File: config.mk
export PLATFORM = sky130hd
export DESIGN_NAME = scanline_pair_buffer
export DESIGN_NICKNAME = d
export VERILOG_FILES = /design/src/rtl/scanline_pair_buffer.sv
export SDC_FILE = /design/constraint.sdc
export NUM_CORES = 1
export LEC_CHECK = 0
export BUFFER_PORTS_ARGS = -buffer_cell sky130_fd_sc_hd__buf_2
export CAP_MARGIN = 20
export CELL_PAD_IN_SITES_DETAIL_PLACEMENT = 1
export CELL_PAD_IN_SITES_GLOBAL_PLACEMENT = 1
export CORE_MARGIN = 1
export CORE_UTILIZATION = 40
export CTS_CLUSTER_SIZE = 28
export DETAILED_ROUTE_END_ITERATION = 6
export GPL_TIMING_DRIVEN = 0
export PLACE_DENSITY_LB_ADDON = 0.1
export REMOVE_ABC_BUFFERS = 1
export SLEW_MARGIN = 30
export SYNTH_ARGS = -nofsm -noshare
export SYNTH_HDL_FRONTEND = slang
export SYNTH_SLANG_ARGS = --single-unit
File: constraint.sdc
create_clock -name clk -period 6.28 [get_ports clk]
set_clock_uncertainty 0.15 [all_clocks]
set_input_delay 0.314 -clock clk [delete_from_list [all_inputs] [get_ports clk]]
set_output_delay 0.314 -clock clk [all_outputs]
set_load 0.02 [all_outputs]
File: src/rtl/scanline_pair_buffer.sv
// Collects N_LINES x ROW_WIDTH RGB pixels into a block and presents it with the previous block.
// Define SCANLINE_PAIR_BUFFER_EOL_CHECK_EN to enable s_eol line-length checking and the eol_err pulse.
module scanline_pair_buffer #(
    parameter int BIT_DEPTH = 8,
    parameter int ROW_WIDTH = 2,
    parameter int N_LINES   = 2
) (
    input  logic                                                   clk,
    input  logic                                                   rst,
    input  logic [2:0][BIT_DEPTH-1:0]                              s_pixel,
    input  logic                                                   s_valid,
    output logic                                                   s_ready,
    input  logic                                                   s_sof,
    input  logic                                                   s_eol,
    output logic [N_LINES-1:0][ROW_WIDTH-1:0][2:0][BIT_DEPTH-1:0] scanline_in_last,
    output logic [N_LINES-1:0][ROW_WIDTH-1:0][2:0][BIT_DEPTH-1:0] scanline_in_current,
    output logic                                                   out_valid,
    input  logic                                                   out_ready,
    output logic                                                   eol_err
);

    localparam int CW = (ROW_WIDTH > 1) ? $clog2(ROW_WIDTH) : 1;
    localparam int LW = (N_LINES > 1) ? $clog2(N_LINES) : 1;
    localparam logic [CW-1:0] COL_LAST  = CW'(ROW_WIDTH - 1);
    localparam logic [LW-1:0] LINE_LAST = LW'(N_LINES - 1);

    typedef enum logic {FILL = 1'b0, WAIT = 1'b1} state_t;
    typedef logic [N_LINES-1:0][ROW_WIDTH-1:0][2:0][BIT_DEPTH-1:0] block_t;

    state_t        state_r;
    logic [CW-1:0] col_r;
    logic [LW-1:0] line_r;
    logic          first_r;
    block_t        fill_r;

    logic          accept_s;
    logic          stage_free_s;
    logic [CW-1:0] base_col_s;
    logic [LW-1:0] base_line_s;
    logic          eol_bad_s;
    logic          write_s;
    logic          block_done_s;
    logic          first_s;
    logic          commit_s;
    block_t        fill_upd_s;

    assign s_ready = (state_r == FILL) && !rst;

    // Accept decode, line-length check, fill update and commit decision.
    always_comb begin
        accept_s     = s_valid && s_ready;
        stage_free_s = !out_valid || out_ready;
        // An accepted start-of-frame pixel always lands at the block origin.
        if (accept_s && s_sof) begin
            base_col_s  = '0;
            base_line_s = '0;
        end else begin
            base_col_s  = col_r;
            base_line_s = line_r;
        end
`ifdef SCANLINE_PAIR_BUFFER_EOL_CHECK_EN
        eol_bad_s = accept_s && (s_eol != (base_col_s == COL_LAST));
`else
        eol_bad_s = s_eol & 1'b0;
`endif
        write_s      = accept_s && !eol_bad_s;
        block_done_s = write_s && (base_col_s == COL_LAST) && (base_line_s == LINE_LAST);
        first_s      = first_r || (accept_s && s_sof);
        fill_upd_s   = fill_r;
        if (write_s) begin
            fill_upd_s[base_line_s][base_col_s] = s_pixel;
        end else begin
            fill_upd_s = fill_r;
        end
        case (state_r)
            FILL:    commit_s = block_done_s && stage_free_s;
            WAIT:    commit_s = stage_free_s;
            default: commit_s = 1'b0;
        endcase
    end

    // Counters, fill storage, output pair, handshake state and error pulse.
    always_ff @(posedge clk) begin
        if (rst) begin
            state_r             <= FILL;
            col_r               <= '0;
            line_r              <= '0;
            first_r             <= 1'b1;
            fill_r              <= '0;
            scanline_in_last    <= '0;
            scanline_in_current <= '0;
            out_valid           <= 1'b0;
            eol_err             <= 1'b0;
        end else begin
            eol_err <= eol_bad_s;
            fill_r  <= fill_upd_s;

            if (write_s) begin
                if (base_col_s == COL_LAST) begin
                    col_r  <= '0;
                    line_r <= (base_line_s == LINE_LAST) ? '0 : base_line_s + 1'b1;
                end else begin
                    col_r  <= base_col_s + 1'b1;
                    line_r <= base_line_s;
                end
            end else if (eol_bad_s) begin
                col_r  <= '0;
                line_r <= base_line_s;
            end else begin
                col_r  <= col_r;
                line_r <= line_r;
            end

            // After reset or a new frame both halves get the same block so nothing stale is blended.
            if (commit_s) begin
                scanline_in_current <= fill_upd_s;
                scanline_in_last    <= first_s ? fill_upd_s : scanline_in_current;
                first_r             <= 1'b0;
                out_valid           <= 1'b1;
            end else begin
                first_r   <= first_s;
                out_valid <= out_valid && !out_ready;
            end

            case (state_r)
                FILL:    state_r <= (block_done_s && !stage_free_s) ? WAIT : FILL;
                WAIT:    state_r <= stage_free_s ? FILL : WAIT;
                default: state_r <= FILL;
            endcase
        end
    end

endmodule

* Yosys cells after proc, flatten, opt, wreduce, memory -nomap -nowiden
Cells that the tools add are included.
** Storage, ports and cells
- Word-level logic and storage cells :: 82
- Input port bits :: 30
- Register bits :: 293
- Output and inout port bits :: 195
** Cells by class
- Order comparisons :: 4
- Add/sub/neg operators :: 2
- Bitwise logic cells :: 1
- Reduce and logical (&&, ||, !) cells :: 16
- Mux-type cells :: 18
** Operators by type and width (number)
- two-way mux 96 bit :: 2
- bitwise mux 96 bit :: 1
- demux 48 bit (select 1 bit) :: 1
- two-way mux 48 bit :: 1
- demux 24 bit (select 1 bit) :: 1
- two-way mux 24 bit :: 1
- logical AND 1 bit :: 10
- two-way mux 1 bit :: 9
- logical NOT 1 bit :: 4
- less-than comparator 1 x 2 -> 1 bit (second input constant) :: 2
- one-hot mux 1 bit (2 select lines) :: 2
- adder 1 bit (second input constant) :: 2
- >= comparator 1 bit (second input constant) :: 2
- logical OR 1 bit :: 2
- inverter 1 bit :: 1

* Logic depth before layout (Yosys ltp)
- Depth after elaboration :: 14
- Depth in mapped cells :: 11
- Gate-level depth less buffers :: 8

* Least setup slack after synthesis
OpenSTA, ideal clock, no wires.
- Path type :: register -> register
- Start point :: register state_r
- End point :: register scanline_in_last[24] in the netlist's numbering
- Setup time :: 0.130 ns
- Path buffers :: 3
- Stages on the path, launching flop included :: 12
- Arrival time :: 2.196 ns
- Period minus slack after synthesis :: 2.476 ns
- Slack :: 3.804 ns
- Data required time :: 6.000 ns
- Path through :: dfxtp_1 and4bb_1 clkbuf_1 nor2b_1 inv_1 ha_1 nor4bb_1 buf_2 buf_4 mux2i_1 nor2b_1 o32ai_1
** On the way
- Cells in the longest elaborated chain, start to end :: 14
- Elaborated cells between the ends (all ways) :: 24
** Ends and longest elaborated chain
- from (decl) :: line 30 : state_t state_r;
- from (signal assigned) :: line 126 : FILL: state_r <= (block_done_s && !stage_free_s) ? WAIT : FILL;
- from (signal assigned) :: line 127 : WAIT: state_r <= stage_free_s ? FILL : WAIT;
- inverter 1 bit :: line 47, 75
- logical AND 1 bit :: line 47 : assign s_ready = (state_r == FILL) && !rst;
- logical AND 1 bit :: line 51 : accept_s = s_valid && s_ready;
- logical AND 1 bit :: line 54, 68
- two-way mux 1 bit :: line 54 : if (accept_s && s_sof) begin
- less-than comparator 1 x 2 -> 1 bit (not written as such) / >= comparator 1 bit (equally long branches) :: line 71 : fill_upd_s[base_line_s][base_col_s] = s_pixel;
- logical AND 1 bit (not written as such) :: line 71
- two-way mux 24 bit (not written as such) :: line 71
- demux 24 bit (select 1 bit) :: line 71
- two-way mux 48 bit (not written as such) :: line 71
- demux 48 bit (select 1 bit) :: line 71
- bitwise mux 96 bit :: line 71
- two-way mux 96 bit :: line 70 : if (write_s) begin
- two-way mux 96 bit :: line 117 : scanline_in_last <= first_s ? fill_upd_s : scanline_in_current;
- to (signal assigned) :: line 117
- to (decl) :: line 15 : output logic [N_LINES-1:0][ROW_WIDTH-1:0][2:0][BIT_DEPTH-1:0] scanline_in_last,
Parallel ways exist; a longest one is shown, timed or not.
A chain may end at the register's enable or synchronous reset.

* Worst setup path after layout
- Start point :: input rst
- End point :: register scanline_in_last[8] in the netlist's numbering
** On the way
- Cells in the longest elaborated chain, start to end :: 14
- Elaborated cells between the ends (all ways) :: 24
** Ends and longest elaborated chain
- from (decl) :: line 9 : input logic rst,
- logical NOT 1 bit :: line 47
- logical AND 1 bit :: line 47
- logical AND 1 bit :: line 51
- logical AND 1 bit :: line 54, 68
- two-way mux 1 bit :: line 54
- less-than comparator 1 x 2 -> 1 bit (not written as such) / >= comparator 1 bit (equally long branches) :: line 71
- logical AND 1 bit (not written as such) :: line 71
- two-way mux 24 bit (not written as such) :: line 71
- demux 24 bit (select 1 bit) :: line 71
- two-way mux 48 bit (not written as such) :: line 71
- demux 48 bit (select 1 bit) :: line 71
- bitwise mux 96 bit :: line 71
- two-way mux 96 bit :: line 70
- two-way mux 96 bit :: line 117
Parallel ways exist; a longest one is shown, timed or not.

==> metrics.log <==
INFO  metric place_ws = 1870 ps
INFO  metric maxSlewViolCount = 0
INFO  metric tritoncts = built
INFO  metric yosys_most_used_dff = dfxtp_1
INFO  metric cts_setup_buffers = 0
INFO  metric finalNetCount = 1501
INFO  metric cts_sinks = 293
INFO  metric drc_errors = 0
INFO  metric final_hold_viol_count = 0
INFO  metric final_core_utilization = 50.7%
INFO  metric drive_gt1_share = 21.1%
INFO  metric cts-htree-levels = 2
INFO  metric final_setup_fails = 0
INFO  metric setup_total_negative_slack = 0 ps
INFO  metric clock_path_buffers = 3
INFO  metric placeableCoreArea = 29700 um2
INFO  metric io_buffer_count = between 200 and 250
INFO  metric power_density = about 260 nW/um2
INFO  metric post-synth-top-count-cell = dfxtp_1
INFO  metric worst-slew-pin-transition = 783 ps
INFO  metric initialDrtViolationCount = 573
INFO  metric fin_crit_sh = a little under three quarters
INFO  metric chipHeight = about 180 um
INFO  metric number_of_cells_produced_by_synthesis = ~1300
INFO  metric drt_first_pass_iters = 4
INFO  metric grt_setup_unrepaired = false
INFO  metric vias_per_cell = between 5 and 6
INFO  metric critPathMostFrequentCell = buf_16
INFO  metric routed_wire_length_per_instance = between 20 and 25 um
INFO  metric drt.antenna.violating_nets = 0
INFO  metric synth_largest_type_area_fraction = 48.5%
INFO  metric fmax = 221 MHz
INFO  metric ys_ff_latch = a little under 300
INFO  metric cp-start-kind = input pin
INFO  metric path_clk_slew = 60 ps
INFO  metric number_of_global_route_vias_before_repair = about 10000
INFO  metric critical_path_peak_fanout = 103
INFO  metric yosys.cell_types.count = 35
INFO  metric synth_async_sr_flop_share = 0%
INFO  metric clock-root-buffer = clkbuf_16
INFO  metric postSynthAreaPerCell = 9.20 um2
INFO  metric total_power = 3950 uW
INFO  metric antenna_found_initial = 2
INFO  metric cp_slowest_cell = or4_2
INFO  metric clk-insertion-delay-late = approximately 500 ps
INFO  metric maximum_cell_stage_delay_along_the_critical_path = 840 ps
INFO  metric p_leak = 0.00552 uW
INFO  metric place.gp.congestion = 0.707
INFO  metric finalCriticalPeriod = 4520 ps
INFO  metric grt_pass1_wl = 60.2 mm
INFO  metric crit_chain = dlygate4sd3_1 -> buf_8 -> buf_16 -> buf_16 -> and4bb_4 -> buf_12 -> nor2_4 -> buf_16 -> buf_16 -> buf_16 -> or4_2 -> buf_12 -> o221ai_1
INFO  metric cts_buffers = 35
INFO  metric cp.required = 6540 ps
INFO  metric finalWorstSetupSlack = 1760 ps
INFO  metric dr_total_vias = 10594
INFO  metric ys_warn_count = 0
INFO  metric yosys-top-cells-area = dfxtp_1 48%, mux2i_1 8.0%, a211oi_1 6.0%, o32ai_1 5.2%, nor2b_1 5.2%
INFO  metric pin_count = 225
INFO  metric global_route.overflow_total = 0
INFO  metric antenna-diode-count = 0
INFO  metric hold_path.class = in -> reg
INFO  metric flow.area_growth_from_synthesis = 24.4%
INFO  metric synth_area = 12100 um2
INFO  metric ir_worst_vdd = 0.167 mV
INFO  metric worst_setup_path_end_kind = flip-flop
INFO  metric fp-row-count = 63
INFO  metric dp_hpwl = 23.2 mm
INFO  metric synth_edf_count = 0
INFO  metric synth_largest_area_cell = dfxtp_1
INFO  metric floorplan.initialDensity = 40.7%
INFO  metric synth.top_cells.by_count = 293 x dfxtp_1, 119 x clkbuf_1, 102 x nor2_1, 100 x nor2b_1
INFO  metric groute.usage.overall = 24.4%
INFO  metric max_slew_margin = 47.8%
INFO  metric overall_die_area = approximately 31000 um2
INFO  metric die_w = 176 um
INFO  metric cp.arrival = between 4000 and 5000 ps
INFO  metric status = finished, final reports clean
INFO  metric crit_type = in -> reg
INFO  metric grt_max_degree = 108
INFO  metric synth_seq_area_share = 48.5%
INFO  metric wl = 38.5 mm
INFO  metric max-cap-violations = 0
flip-flops by register name, indices dropped and copies added (netlist names):
register	flops
col_r	1
fill_r	96
first_r	1
line_r	1
out_valid	1
scanline_in_current	96
scanline_in_last	96
state_r	1
worst max-delay path: cells and delay by family:
family	cells	cell delay, ps
AOI/OAI and AO/OA	1	220
buffers and inverters	9	2340
and+or+nand+nor	3	1770
per-layer routing:
metal  up-vias  routed length [um]  track usage (%)
met2       250               17700             38.8
met1      5204               17900             33.2
met3        49                2320             5.99
met5         -                  27                0
li1       5087                   -                -
met4         4                 617             5.80
power by group:
| part | internal [uW] | total (uW) | switching, uW |
|---|---|---|---|
| clock network | 1110 | 1880 | 767 |
| registers | 1880 | 1890 | 8.02 |
| logic | 66.4 | 194 | 128 |
final timing paths:
| kind | from | end | slack [ps] | cells past startpoint |
|---|---|---|---|---|
| max | rst | scanline_in_last[8] | 1760 | 13 |
| min | s_pixel[18] | fill_r[42] | 9 | 3 |
| max reg2reg | state_r | scanline_in_last[8] | 2560 | 9 |
| min reg2reg | scanline_in_last[87] | scanline_in_last[87] | 320 | 2 |
cells by family after synthesis:
logic type / Yosys count / synth area share [%]
DFF: 293 / 48.5
other: 1 / 0.0310
buffers and inverters: 223 / 7.38
adders and majority gates: 3 / 0.310
muxes: 97 / 8.02
AOI/OAI and AO/OA: 294 / 17.3
and+or+nand+nor: 404 / 18.5
placed cells by master (no fill, tap or decap), drive strengths merged, types with 2 or more instances in the layout:
| master | instances |
|---|---|
| a211oi | 97 |
| a21oi | 97 |
| and4bb | 3 |
| buf | 257 |
| clkbuf | 52 |
| clkinv | 2 |
| dfxtp | 293 |
| dlygate4sd3 | 7 |
| ha | 3 |
| inv | 78 |
| mux2i | 97 |
| nand2 | 24 |
| nand4 | 96 |
| nor2 | 103 |
| nor2b | 100 |
| o21ai | 2 |
| o221ai | 24 |
| o32ai | 72 |
| or3 | 72 |
stage by stage:
step | hold WS [ps] | instances | area (um2)
finish | 9.28 | 1879 | 15100
global route | 25.2 | 1879 | 15100
global placement | 309 | 1779 | 13100
floorplan | 233 | 1167 | 11500
detailed placement | 313 | 1814 | 13900
CTS | 0.277 | 1879 | 15100
final cells by class:
cell class	instances	area, um2
clock buffer	52	970
fill	3404	14700
inverter	75	287
tap	390	488
multi-input combinational	799	5410
clock inverter	6	66.3
timing repair buffer	264	1960
sequential	293	5870
repair_timing:
action	CTS	global route
hold buffers	7	0
endpoints found under the hold margin	20	0
gates resized for setup	0	0
Power figures use the tool's default switching activity.
